[src/rtl/projectile_if.sv]
// Launch handshake between the turn/aim controller (master) and the projectile engine (slave).
interface projectile_if #(
  parameter int COORD_W = 10
);
  logic                      launch_valid;
  logic                      launch_ready;
  logic        [COORD_W-1:0] launch_x;
  logic        [COORD_W-1:0] launch_y;
  logic signed [COORD_W-1:0] vel_x_init;
  logic signed [COORD_W-1:0] vel_y_init;

  modport master (
    output launch_valid, launch_x, launch_y, vel_x_init, vel_y_init,
    input  launch_ready
  );

  modport slave (
    input  launch_valid, launch_x, launch_y, vel_x_init, vel_y_init,
    output launch_ready
  );
endinterface

[src/rtl/projectile_engine.sv]
// Projectile engine: launch, per-frame ballistic integration, impact detection and crater carving.
// Defining PROJECTILE_WIND_EN adds the wind port, which is added to vel_x on every gravity step.
module projectile_engine #(
  parameter int COORD_W      = 10,
  parameter int TERR_H       = 512,
  parameter int X_MIN        = 5,
  parameter int X_MAX        = 634,
  parameter int Y_MIN        = 5,
  parameter int Y_MAX        = 474,
  parameter int SIZE         = 4,
  parameter int V_MAX        = 12,
  parameter int GRAV_DIV     = 6,
  parameter int BLAST_R      = 14,
  parameter int BLAST_FRAMES = 2,
  parameter int FUSE_FRAMES  = 255
) (
  input  logic                clk,
  input  logic                reset,
  input  logic                frame_tick,
  projectile_if.slave         launch,
  input  logic                terrain_hit,
  input  logic [COORD_W-1:0]  draw_x,
  input  logic [COORD_W-1:0]  draw_y,
  input  logic [TERR_H-1:0]   terrain_in,
  output logic [TERR_H-1:0]   terrain_out,
  output logic [COORD_W-1:0]  pos_x,
  output logic [COORD_W-1:0]  pos_y,
  output logic [COORD_W-1:0]  size,
  output logic                busy,
  output logic                exploded,
  output logic                blast_active
`ifdef PROJECTILE_WIND_EN
  ,
  input  logic signed [3:0]   wind
`endif
);

  typedef enum logic [1:0] {IDLE, FLIGHT, BLAST} state_t;

  localparam int VW = COORD_W + 2;
  localparam int DW = 2 * COORD_W + 3;
  localparam int GW = $clog2(GRAV_DIV + 1);
  localparam int FW = (FUSE_FRAMES > 0) ? $clog2(FUSE_FRAMES + 1) : 1;
  localparam int BW = $clog2(BLAST_FRAMES + 1);

  localparam logic signed [VW-1:0] VMAX_P = VW'(V_MAX);
  localparam logic signed [VW-1:0] VMAX_N = VW'(-V_MAX);
  localparam logic [COORD_W-1:0] X_LO  = COORD_W'(X_MIN + SIZE);
  localparam logic [COORD_W-1:0] X_HI  = COORD_W'(X_MAX - SIZE);
  localparam logic [COORD_W-1:0] Y_LO  = COORD_W'(Y_MIN + SIZE);
  localparam logic [COORD_W-1:0] Y_HI  = COORD_W'(Y_MAX - SIZE);
  localparam logic [COORD_W-1:0] X_RST = COORD_W'(X_MAX / 2);
  localparam logic [COORD_W-1:0] Y_RST = COORD_W'(Y_MIN + SIZE + 1);
  localparam logic [DW-1:0]      R2    = DW'(BLAST_R * BLAST_R);
  localparam logic [TERR_H-1:0]  ONE   = TERR_H'(1);

  function automatic logic signed [VW-1:0] sext(input logic signed [COORD_W-1:0] v);
    return {{2{v[COORD_W-1]}}, v};
  endfunction

  function automatic logic signed [COORD_W-1:0] clamp_v(input logic signed [VW-1:0] v);
    if (v > VMAX_P) return VMAX_P[COORD_W-1:0];
    if (v < VMAX_N) return VMAX_N[COORD_W-1:0];
    return v[COORD_W-1:0];
  endfunction

  state_t                    state, next_state;
  logic signed [COORD_W-1:0] vel_x, vel_y;
  logic signed [COORD_W-1:0] vx_next, vy_next;
  logic signed [VW-1:0]      wind_add;
  logic        [GW-1:0]      grav_cnt;
  logic        [FW-1:0]      fuse_cnt;
  logic        [BW-1:0]      blast_cnt;
  logic                      grav_wrap, fuse_out, impact;
  logic                      do_launch, do_detonate, do_step, blast_step;

  assign size                = COORD_W'(SIZE);
  assign launch.launch_ready = (state == IDLE);
  assign busy                = (state == FLIGHT) || (state == BLAST);
  assign blast_active        = (state == BLAST);

  assign fuse_out  = (FUSE_FRAMES != 0) && (fuse_cnt == FW'(FUSE_FRAMES));
  assign impact    = terrain_hit || (pos_x <= X_LO) || (pos_x >= X_HI) ||
                     (pos_y <= Y_LO) || (pos_y >= Y_HI) || fuse_out;
  assign grav_wrap = (grav_cnt == GW'(GRAV_DIV - 1));

`ifdef PROJECTILE_WIND_EN
  assign wind_add = grav_wrap ? {{(VW-4){wind[3]}}, wind} : '0;
`else
  assign wind_add = '0;
`endif

  // Position always advances by the velocity held before this frame's gravity/wind update.
  assign vx_next = clamp_v(sext(vel_x) + wind_add);
  assign vy_next = clamp_v(sext(vel_y) + $signed(VW'(grav_wrap)));

  always_ff @(posedge clk or posedge reset) begin
    if (reset) state <= IDLE;
    else       state <= next_state;
  end

  always_comb begin
    next_state  = state;
    do_launch   = 1'b0;
    do_detonate = 1'b0;
    do_step     = 1'b0;
    blast_step  = 1'b0;
    case (state)
      IDLE: begin
        if (launch.launch_valid) begin
          do_launch  = 1'b1;
          next_state = FLIGHT;
        end
      end
      FLIGHT: begin
        if (frame_tick) begin
          if (impact) begin
            do_detonate = 1'b1;
            next_state  = BLAST;
          end else begin
            do_step = 1'b1;
          end
        end
      end
      BLAST: begin
        if (frame_tick) begin
          blast_step = 1'b1;
          if (blast_cnt == BW'(BLAST_FRAMES - 1)) next_state = IDLE;
        end
      end
      default: next_state = IDLE;
    endcase
  end

  always_ff @(posedge clk or posedge reset) begin
    if (reset) begin
      pos_x     <= X_RST;
      pos_y     <= Y_RST;
      vel_x     <= '0;
      vel_y     <= '0;
      grav_cnt  <= '0;
      fuse_cnt  <= '0;
      blast_cnt <= '0;
      exploded  <= 1'b0;
    end else begin
      exploded <= do_detonate;
      if (do_launch) begin
        pos_x    <= launch.launch_x;
        pos_y    <= launch.launch_y - COORD_W'(SIZE);
        vel_x    <= clamp_v(sext(launch.vel_x_init));
        vel_y    <= clamp_v(sext(launch.vel_y_init));
        grav_cnt <= '0;
        fuse_cnt <= '0;
      end
      if (do_detonate) begin
        vel_x     <= '0;
        vel_y     <= '0;
        blast_cnt <= '0;
      end
      if (do_step) begin
        pos_x    <= pos_x + $unsigned(vel_x);
        pos_y    <= pos_y + $unsigned(vel_y);
        vel_x    <= vx_next;
        vel_y    <= vy_next;
        grav_cnt <= grav_wrap ? '0 : grav_cnt + GW'(1);
        fuse_cnt <= (&fuse_cnt) ? fuse_cnt : fuse_cnt + FW'(1);
      end
      if (blast_step) blast_cnt <= blast_cnt + BW'(1);
    end
  end

  // Crater test uses the registered blast position; products are wide enough for any coordinate pair.
  logic signed [COORD_W:0]     dx, dy;
  logic signed [2*COORD_W+1:0] sq_x, sq_y;
  logic        [DW-1:0]        dist2;
  logic                        carve;

  always_comb begin
    dx    = $signed({1'b0, draw_x}) - $signed({1'b0, pos_x});
    dy    = $signed({1'b0, draw_y}) - $signed({1'b0, pos_y});
    sq_x  = dx * dx;
    sq_y  = dy * dy;
    dist2 = DW'($unsigned(sq_x)) + DW'($unsigned(sq_y));
    carve = blast_active && (dist2 <= R2) && (32'(draw_y) < TERR_H);
  end

  always_ff @(posedge clk or posedge reset) begin
    if (reset) terrain_out <= '0;
    else       terrain_out <= terrain_in & ~(carve ? (ONE << draw_y) : '0);
  end

endmodule

[src/flat_wrapper.sv]
// flat-port wrapper written by rule: the top's interface ports become plain ports
module projectile_engine_flat 
#(
  parameter int COORD_W      = 10,
  parameter int TERR_H       = 512,
  parameter int X_MIN        = 5,
  parameter int X_MAX        = 634,
  parameter int Y_MIN        = 5,
  parameter int Y_MAX        = 474,
  parameter int SIZE         = 4,
  parameter int V_MAX        = 12,
  parameter int GRAV_DIV     = 6,
  parameter int BLAST_R      = 14,
  parameter int BLAST_FRAMES = 2,
  parameter int FUSE_FRAMES  = 255
)
  (clk, reset, frame_tick, terrain_hit, draw_x, draw_y, terrain_in, terrain_out, pos_x, pos_y, size, busy, exploded, blast_active, launch_launch_valid, launch_launch_x, launch_launch_y, launch_vel_x_init, launch_vel_y_init, launch_launch_ready);
  projectile_if #(.COORD_W(COORD_W)) launch_i ();
  input  logic clk;
  input  logic reset;
  input  logic frame_tick;
  input  logic terrain_hit;
  input  logic [COORD_W-1:0] draw_x;
  input  logic [COORD_W-1:0] draw_y;
  input  logic [TERR_H-1:0] terrain_in;
  output logic [TERR_H-1:0] terrain_out;
  output logic [COORD_W-1:0] pos_x;
  output logic [COORD_W-1:0] pos_y;
  output logic [COORD_W-1:0] size;
  output logic busy;
  output logic exploded;
  output logic blast_active;
  input wire logic [$bits(launch_i.launch_valid)-1:0] launch_launch_valid;
  input wire logic [$bits(launch_i.launch_x)-1:0] launch_launch_x;
  input wire logic [$bits(launch_i.launch_y)-1:0] launch_launch_y;
  input wire logic [$bits(launch_i.vel_x_init)-1:0] launch_vel_x_init;
  input wire logic [$bits(launch_i.vel_y_init)-1:0] launch_vel_y_init;
  output wire logic [$bits(launch_i.launch_ready)-1:0] launch_launch_ready;
  assign launch_i.launch_valid = launch_launch_valid;
  assign launch_i.launch_x = launch_launch_x;
  assign launch_i.launch_y = launch_launch_y;
  assign launch_i.vel_x_init = launch_vel_x_init;
  assign launch_i.vel_y_init = launch_vel_y_init;
  assign launch_launch_ready = launch_i.launch_ready;
  projectile_engine #(.COORD_W(COORD_W), .TERR_H(TERR_H), .X_MIN(X_MIN), .X_MAX(X_MAX), .Y_MIN(Y_MIN), .Y_MAX(Y_MAX), .SIZE(SIZE), .V_MAX(V_MAX), .GRAV_DIV(GRAV_DIV), .BLAST_R(BLAST_R), .BLAST_FRAMES(BLAST_FRAMES), .FUSE_FRAMES(FUSE_FRAMES)) u_core (.clk(clk), .reset(reset), .frame_tick(frame_tick), .launch(launch_i), .terrain_hit(terrain_hit), .draw_x(draw_x), .draw_y(draw_y), .terrain_in(terrain_in), .terrain_out(terrain_out), .pos_x(pos_x), .pos_y(pos_y), .size(size), .busy(busy), .exploded(exploded), .blast_active(blast_active));
endmodule
[config.mk]
export PLATFORM = sky130hd
export DESIGN_NAME = projectile_engine_flat
export DESIGN_NICKNAME = d
export VERILOG_FILES = /design/src/rtl/projectile_if.sv /design/src/rtl/projectile_engine.sv /design/src/flat_wrapper.sv
export SDC_FILE = /design/constraint.sdc
export NUM_CORES = 2
export LEC_CHECK = 0
export CORE_AREA = 2 2 435 437
export DETAILED_ROUTE_END_ITERATION = 6
export DIE_AREA = 0 0 437 439
export DONT_BUFFER_PORTS = 1
export GPL_TIMING_DRIVEN = 0
export PLACE_DENSITY = 0.31
export SYNTH_ARGS = -nofsm -noshare
export SYNTH_HDL_FRONTEND = slang
export SYNTH_SLANG_ARGS = --single-unit
[constraint.sdc]
create_clock -name clk -period 20.3 [get_ports clk]
set_clock_uncertainty 0.15 [all_clocks]
set_input_delay 4.06 -clock clk [delete_from_list [all_inputs] [get_ports clk]]
set_output_delay 4.06 -clock clk [all_outputs]
set_load 0.05 [all_outputs]
==> qor.log <==
[floorplan] horizontal die dimension 437 um
[critical_path] critical path class in2reg
[timing] setup repair after global routing missed its margin no
[yosys] cell taking the most area after synthesis dfrtp_1
[critical_path] Crit Reg-Reg Startpoint u_core.pos_y[1]$_DFFE_PP1P_
[min_path] Worst Hold Endpoint u_core.fuse_cnt[7]$_DFFE_PP0P_
[detailed_routing] number of optimization iterations in the first detailed-route pass 5
[clock_network] Reg clk slew, reported paths 0.05 ns
[critical_path] crit path capture type register
[yosys] count of different cell masters after synthesis 86
[timing] final setup vio count 0
[detailed_routing] remaining antenna violation count after routing 0
[detailed_routing] Via-to-Cell Ratio 4.345
[run_status] result of the run finished, violations left
[critical_path] kind of start point of the critical path primary input
[detailed_routing] mean routed wirelength per cell 38.72 um
[min_path] Hold Path Stages 1
[critical_path] register-to-register setup slack 6.35 ns
[layout] number of nets in the final layout 4054
[critical_path] depth of the worst register-to-register path 38
[critical_path] endpoint of the most critical register-to-register path u_core.terrain_out[79]$_DFF_PP0_
[place] buffers added on ports 0
[critical_path] number of cells on the critical path 38
[yosys] cell area after synthesis 0.03251 mm^2
[floorplan] core area 0.1870 mm^2
[yosys] number of storage elements in the synthesis netlist 568
[min_path] launch point of the worst hold path u_core.fuse_cnt[7]$_DFFE_PP0P_
[timing] period utilisation layout 79.85%
[yosys] Cells after Synth 2996
[floorplan] FP Rows 159
[layout] synth-to-layout area growth 20.09%
[yosys] top_reg_cell synth dfrtp_1
[yosys] most frequent cells after synthesis dfrtp_1, a21boi_0, inv_1, nor2_1, fa_1
[clock_network] maximum buffer depth of the clock tree 3
[yosys] part of the Yosys area used for sequential elements 43.76%
[clock_network] H-tree lvl count 3
[place] Placer Congestion 0.9437
[floorplan] starting utilization of the core area 17.38%
[floorplan] Boundary Pins 1123
[layout] proportion of layout cells with a drive suffix above 1 9.545%
[critical_path] Largest stage delay, worst path 0.87 ns
[clock_network] CTS hold repair buffers 0
[yosys] number of synthesized flops with an enable pin 0
[critical_path] signal arrival time at the worst endpoint 16.43 ns
[timing] Max Transition Viols Final 5
[detailed_routing] residual DRC count 0
[floorplan] die outline height 439 um
[timing] highest clock rate 0.06169 GHz
[clock_network] number of clock buffers inserted by TritonCTS 79
[detailed_routing] via count 24900
[timing] minimum clock period after layout 16.21 ns
[min_path] path class of the lowest-slack min-delay path reg2reg
[timing] Hold Fails Final Rpt 0
[flow_run] maximum capacitance violations 5
[place] Final HPWL DP 187.2 mm
[clock_network] TritonCTS clock tree built
[global_route] largest net degree at the start of global routing 113
[yosys] most instantiated library cell after synthesis dfrtp_1
[floorplan] Die Outline Area 0.1918 mm^2
[yosys] fraction of registers with async set/reset 100.0%
[clock_network] Resized cells post-CTS 0
[global_route] global-route usage over all layers 22.56%
[clock_network] cell chosen for the clock root clkbuf_16
[yosys] biggest area contributors in the synthesized netlist dfrtp_1, fa_1, a21boi_0
[yosys] top-area cell type share of the netlist area 43.11%
[critical_path] family with the most delay on the worst path compound AO/OA/AOI/OAI gates
[yosys] syn avg cell area 10.85 um^2
[critical_path] CP Buf/Inv Count 7
[critical_path] Top cell by count, worst path fa_1
[yosys] warning count from the yosys run 0
[critical_path] Critical-path top delay cell xor2_1
[critical_path] crit-path max FO 11
[detailed_routing] total routed wirelength 221.9 mm
[critical_path] required time of the critical path 20.52 ns
[layout] Post-Route Utilization 20.88%
[global_route] grt total ovfl 0
[clock_network] insertion delay to the later sink of the worst-skew pair 0.73 ns
[timing] Max-Slew Margin vs Limit -16.59%
[run_status] failing checks max-capacitance violations, max-slew violations
[global_route] number of antenna violations at the first check in global routing 207
[global_route] global-route wire length before repair 281.5 mm
[clock_network] Clock Sinks 568
[timing] pin slew with the least headroom to its limit 1.733 ns
[global_route] number of global-route vias before repair 25400
[clock_network] buffers inserted by post-CTS timing repair 0
[detailed_routing] detailed router's first-iteration violation count 1548
[layer usage]
metal  global-route usage [%]  share of wire, %  vias up
li1                         -                 -    10350
met3                    7.312               7.8      431
met4                    8.882               4.8       18
met1                    27.08                40    12870
met2                    37.24                47     1235
met5                        0             0.052        -
[cell families after synthesis]
group	count (synthesis)	share of synthesized area [%]
adder cells (fa/ha/maj)	372	19.19
XOR/XNOR	88	2.371
AO/OA/AOI/OAI	870	19.65
AND/OR/NAND/NOR	602	8.618
multiplexers	2	0.06159
other	2	0.02310
buffers and inverters	492	6.324
flip-flops	568	43.76
[placed cells by master (no fill, tap or decap), types with 16 or more instances in the layout]
master | Yosys | final
a21boi_0 | 432 | 431
xnor2_1 | 66 | 66
clkbuf_1 | 38 | 50
nand2_1 | 177 | 177
nand3_1 | 43 | 43
buf_6 | 14 | 16
fa_1 | 211 | 211
nor3_1 | 38 | 34
xor2_1 | 22 | 22
dfrtp_1 | 560 | 560
diode_2 | 0 | 71
nor2_1 | 226 | 223
clkbuf_16 | 0 | 80
a31oi_1 | 40 | 40
ha_1 | 161 | 161
a21oi_1 | 73 | 73
clkbuf_2 | 34 | 34
o211ai_1 | 19 | 19
nand2b_1 | 18 | 18
a21boi_1 | 50 | 51
inv_1 | 378 | 377
a21boi_2 | 41 | 41
o21ai_0 | 92 | 92
a21o_1 | 21 | 21
[cell type report]
type / instances / area, um^2
Clock buffer: 106 / 2240
Fill cell: 20480 / 148000
Clock inverter: 34 / 481.7
Sequential cell: 568 / 14220
Buffer: 106 / 606.8
Tap cell: 2495 / 3122
Inverter: 386 / 1456
Antenna cell: 71 / 177.7
Timing Repair Buffer: 20 / 445.4
Multi-Input combinational cell: 1944 / 16280
[worst max path at each step]
stage	from	end	slack, ns
final	draw_y[0]	u_core.terrain_out[79]$_DFF_PP0_	4.09
after global routing	draw_y[0]	u_core.terrain_out[79]$_DFF_PP0_	3.57
after CTS	draw_y[0]	u_core.terrain_out[79]$_DFF_PP0_	4.16
after detailed placement	draw_y[0]	u_core.terrain_out[79]$_DFF_PP0_	3.38
after global placement	reset	u_core.vel_x[0]$_DFFE_PP0P_	-9.64
after floorplan	reset	u_core.blast_cnt[0]$_DFFE_PP0P_	0.22
[through the flow]
stage / cell area (um^2) / std cells / worst slack [ns] / setup TNS [ns] / hold WS [ns]
2_1_floorplan: 32540 / 3004 / 0.2156 / 0 / 0.2954
3_3_place_gp: 35660 / 5499 / -9.636 / -5248.34 / 0.3280
4_1_cts: 38850 / 5658 / 4.155 / 0 / 0.3414
5_1_grt: 38920 / 5683 / 3.566 / 0 / 0.3603
6_report: 39040 / 5730 / 4.091 / 0 / 0.3338
3_5_place_dp: 36130 / 5518 / 3.380 / 0 / 0.3303
[state kept, by name, indices dropped and copies added (netlist names)]
register / flops
u_core.exploded: 1
u_core.blast_cnt: 2
u_core.pos_y: 10
u_core.state: 2
u_core.fuse_cnt: 8
u_core.terrain_out: 512
u_core.vel_x: 10
u_core.pos_x: 10
u_core.vel_y: 10
u_core.grav_cnt: 3
Power is not shown: default switching activity piles up to over one toggle a cycle in this logic, so the estimate is an artifact.
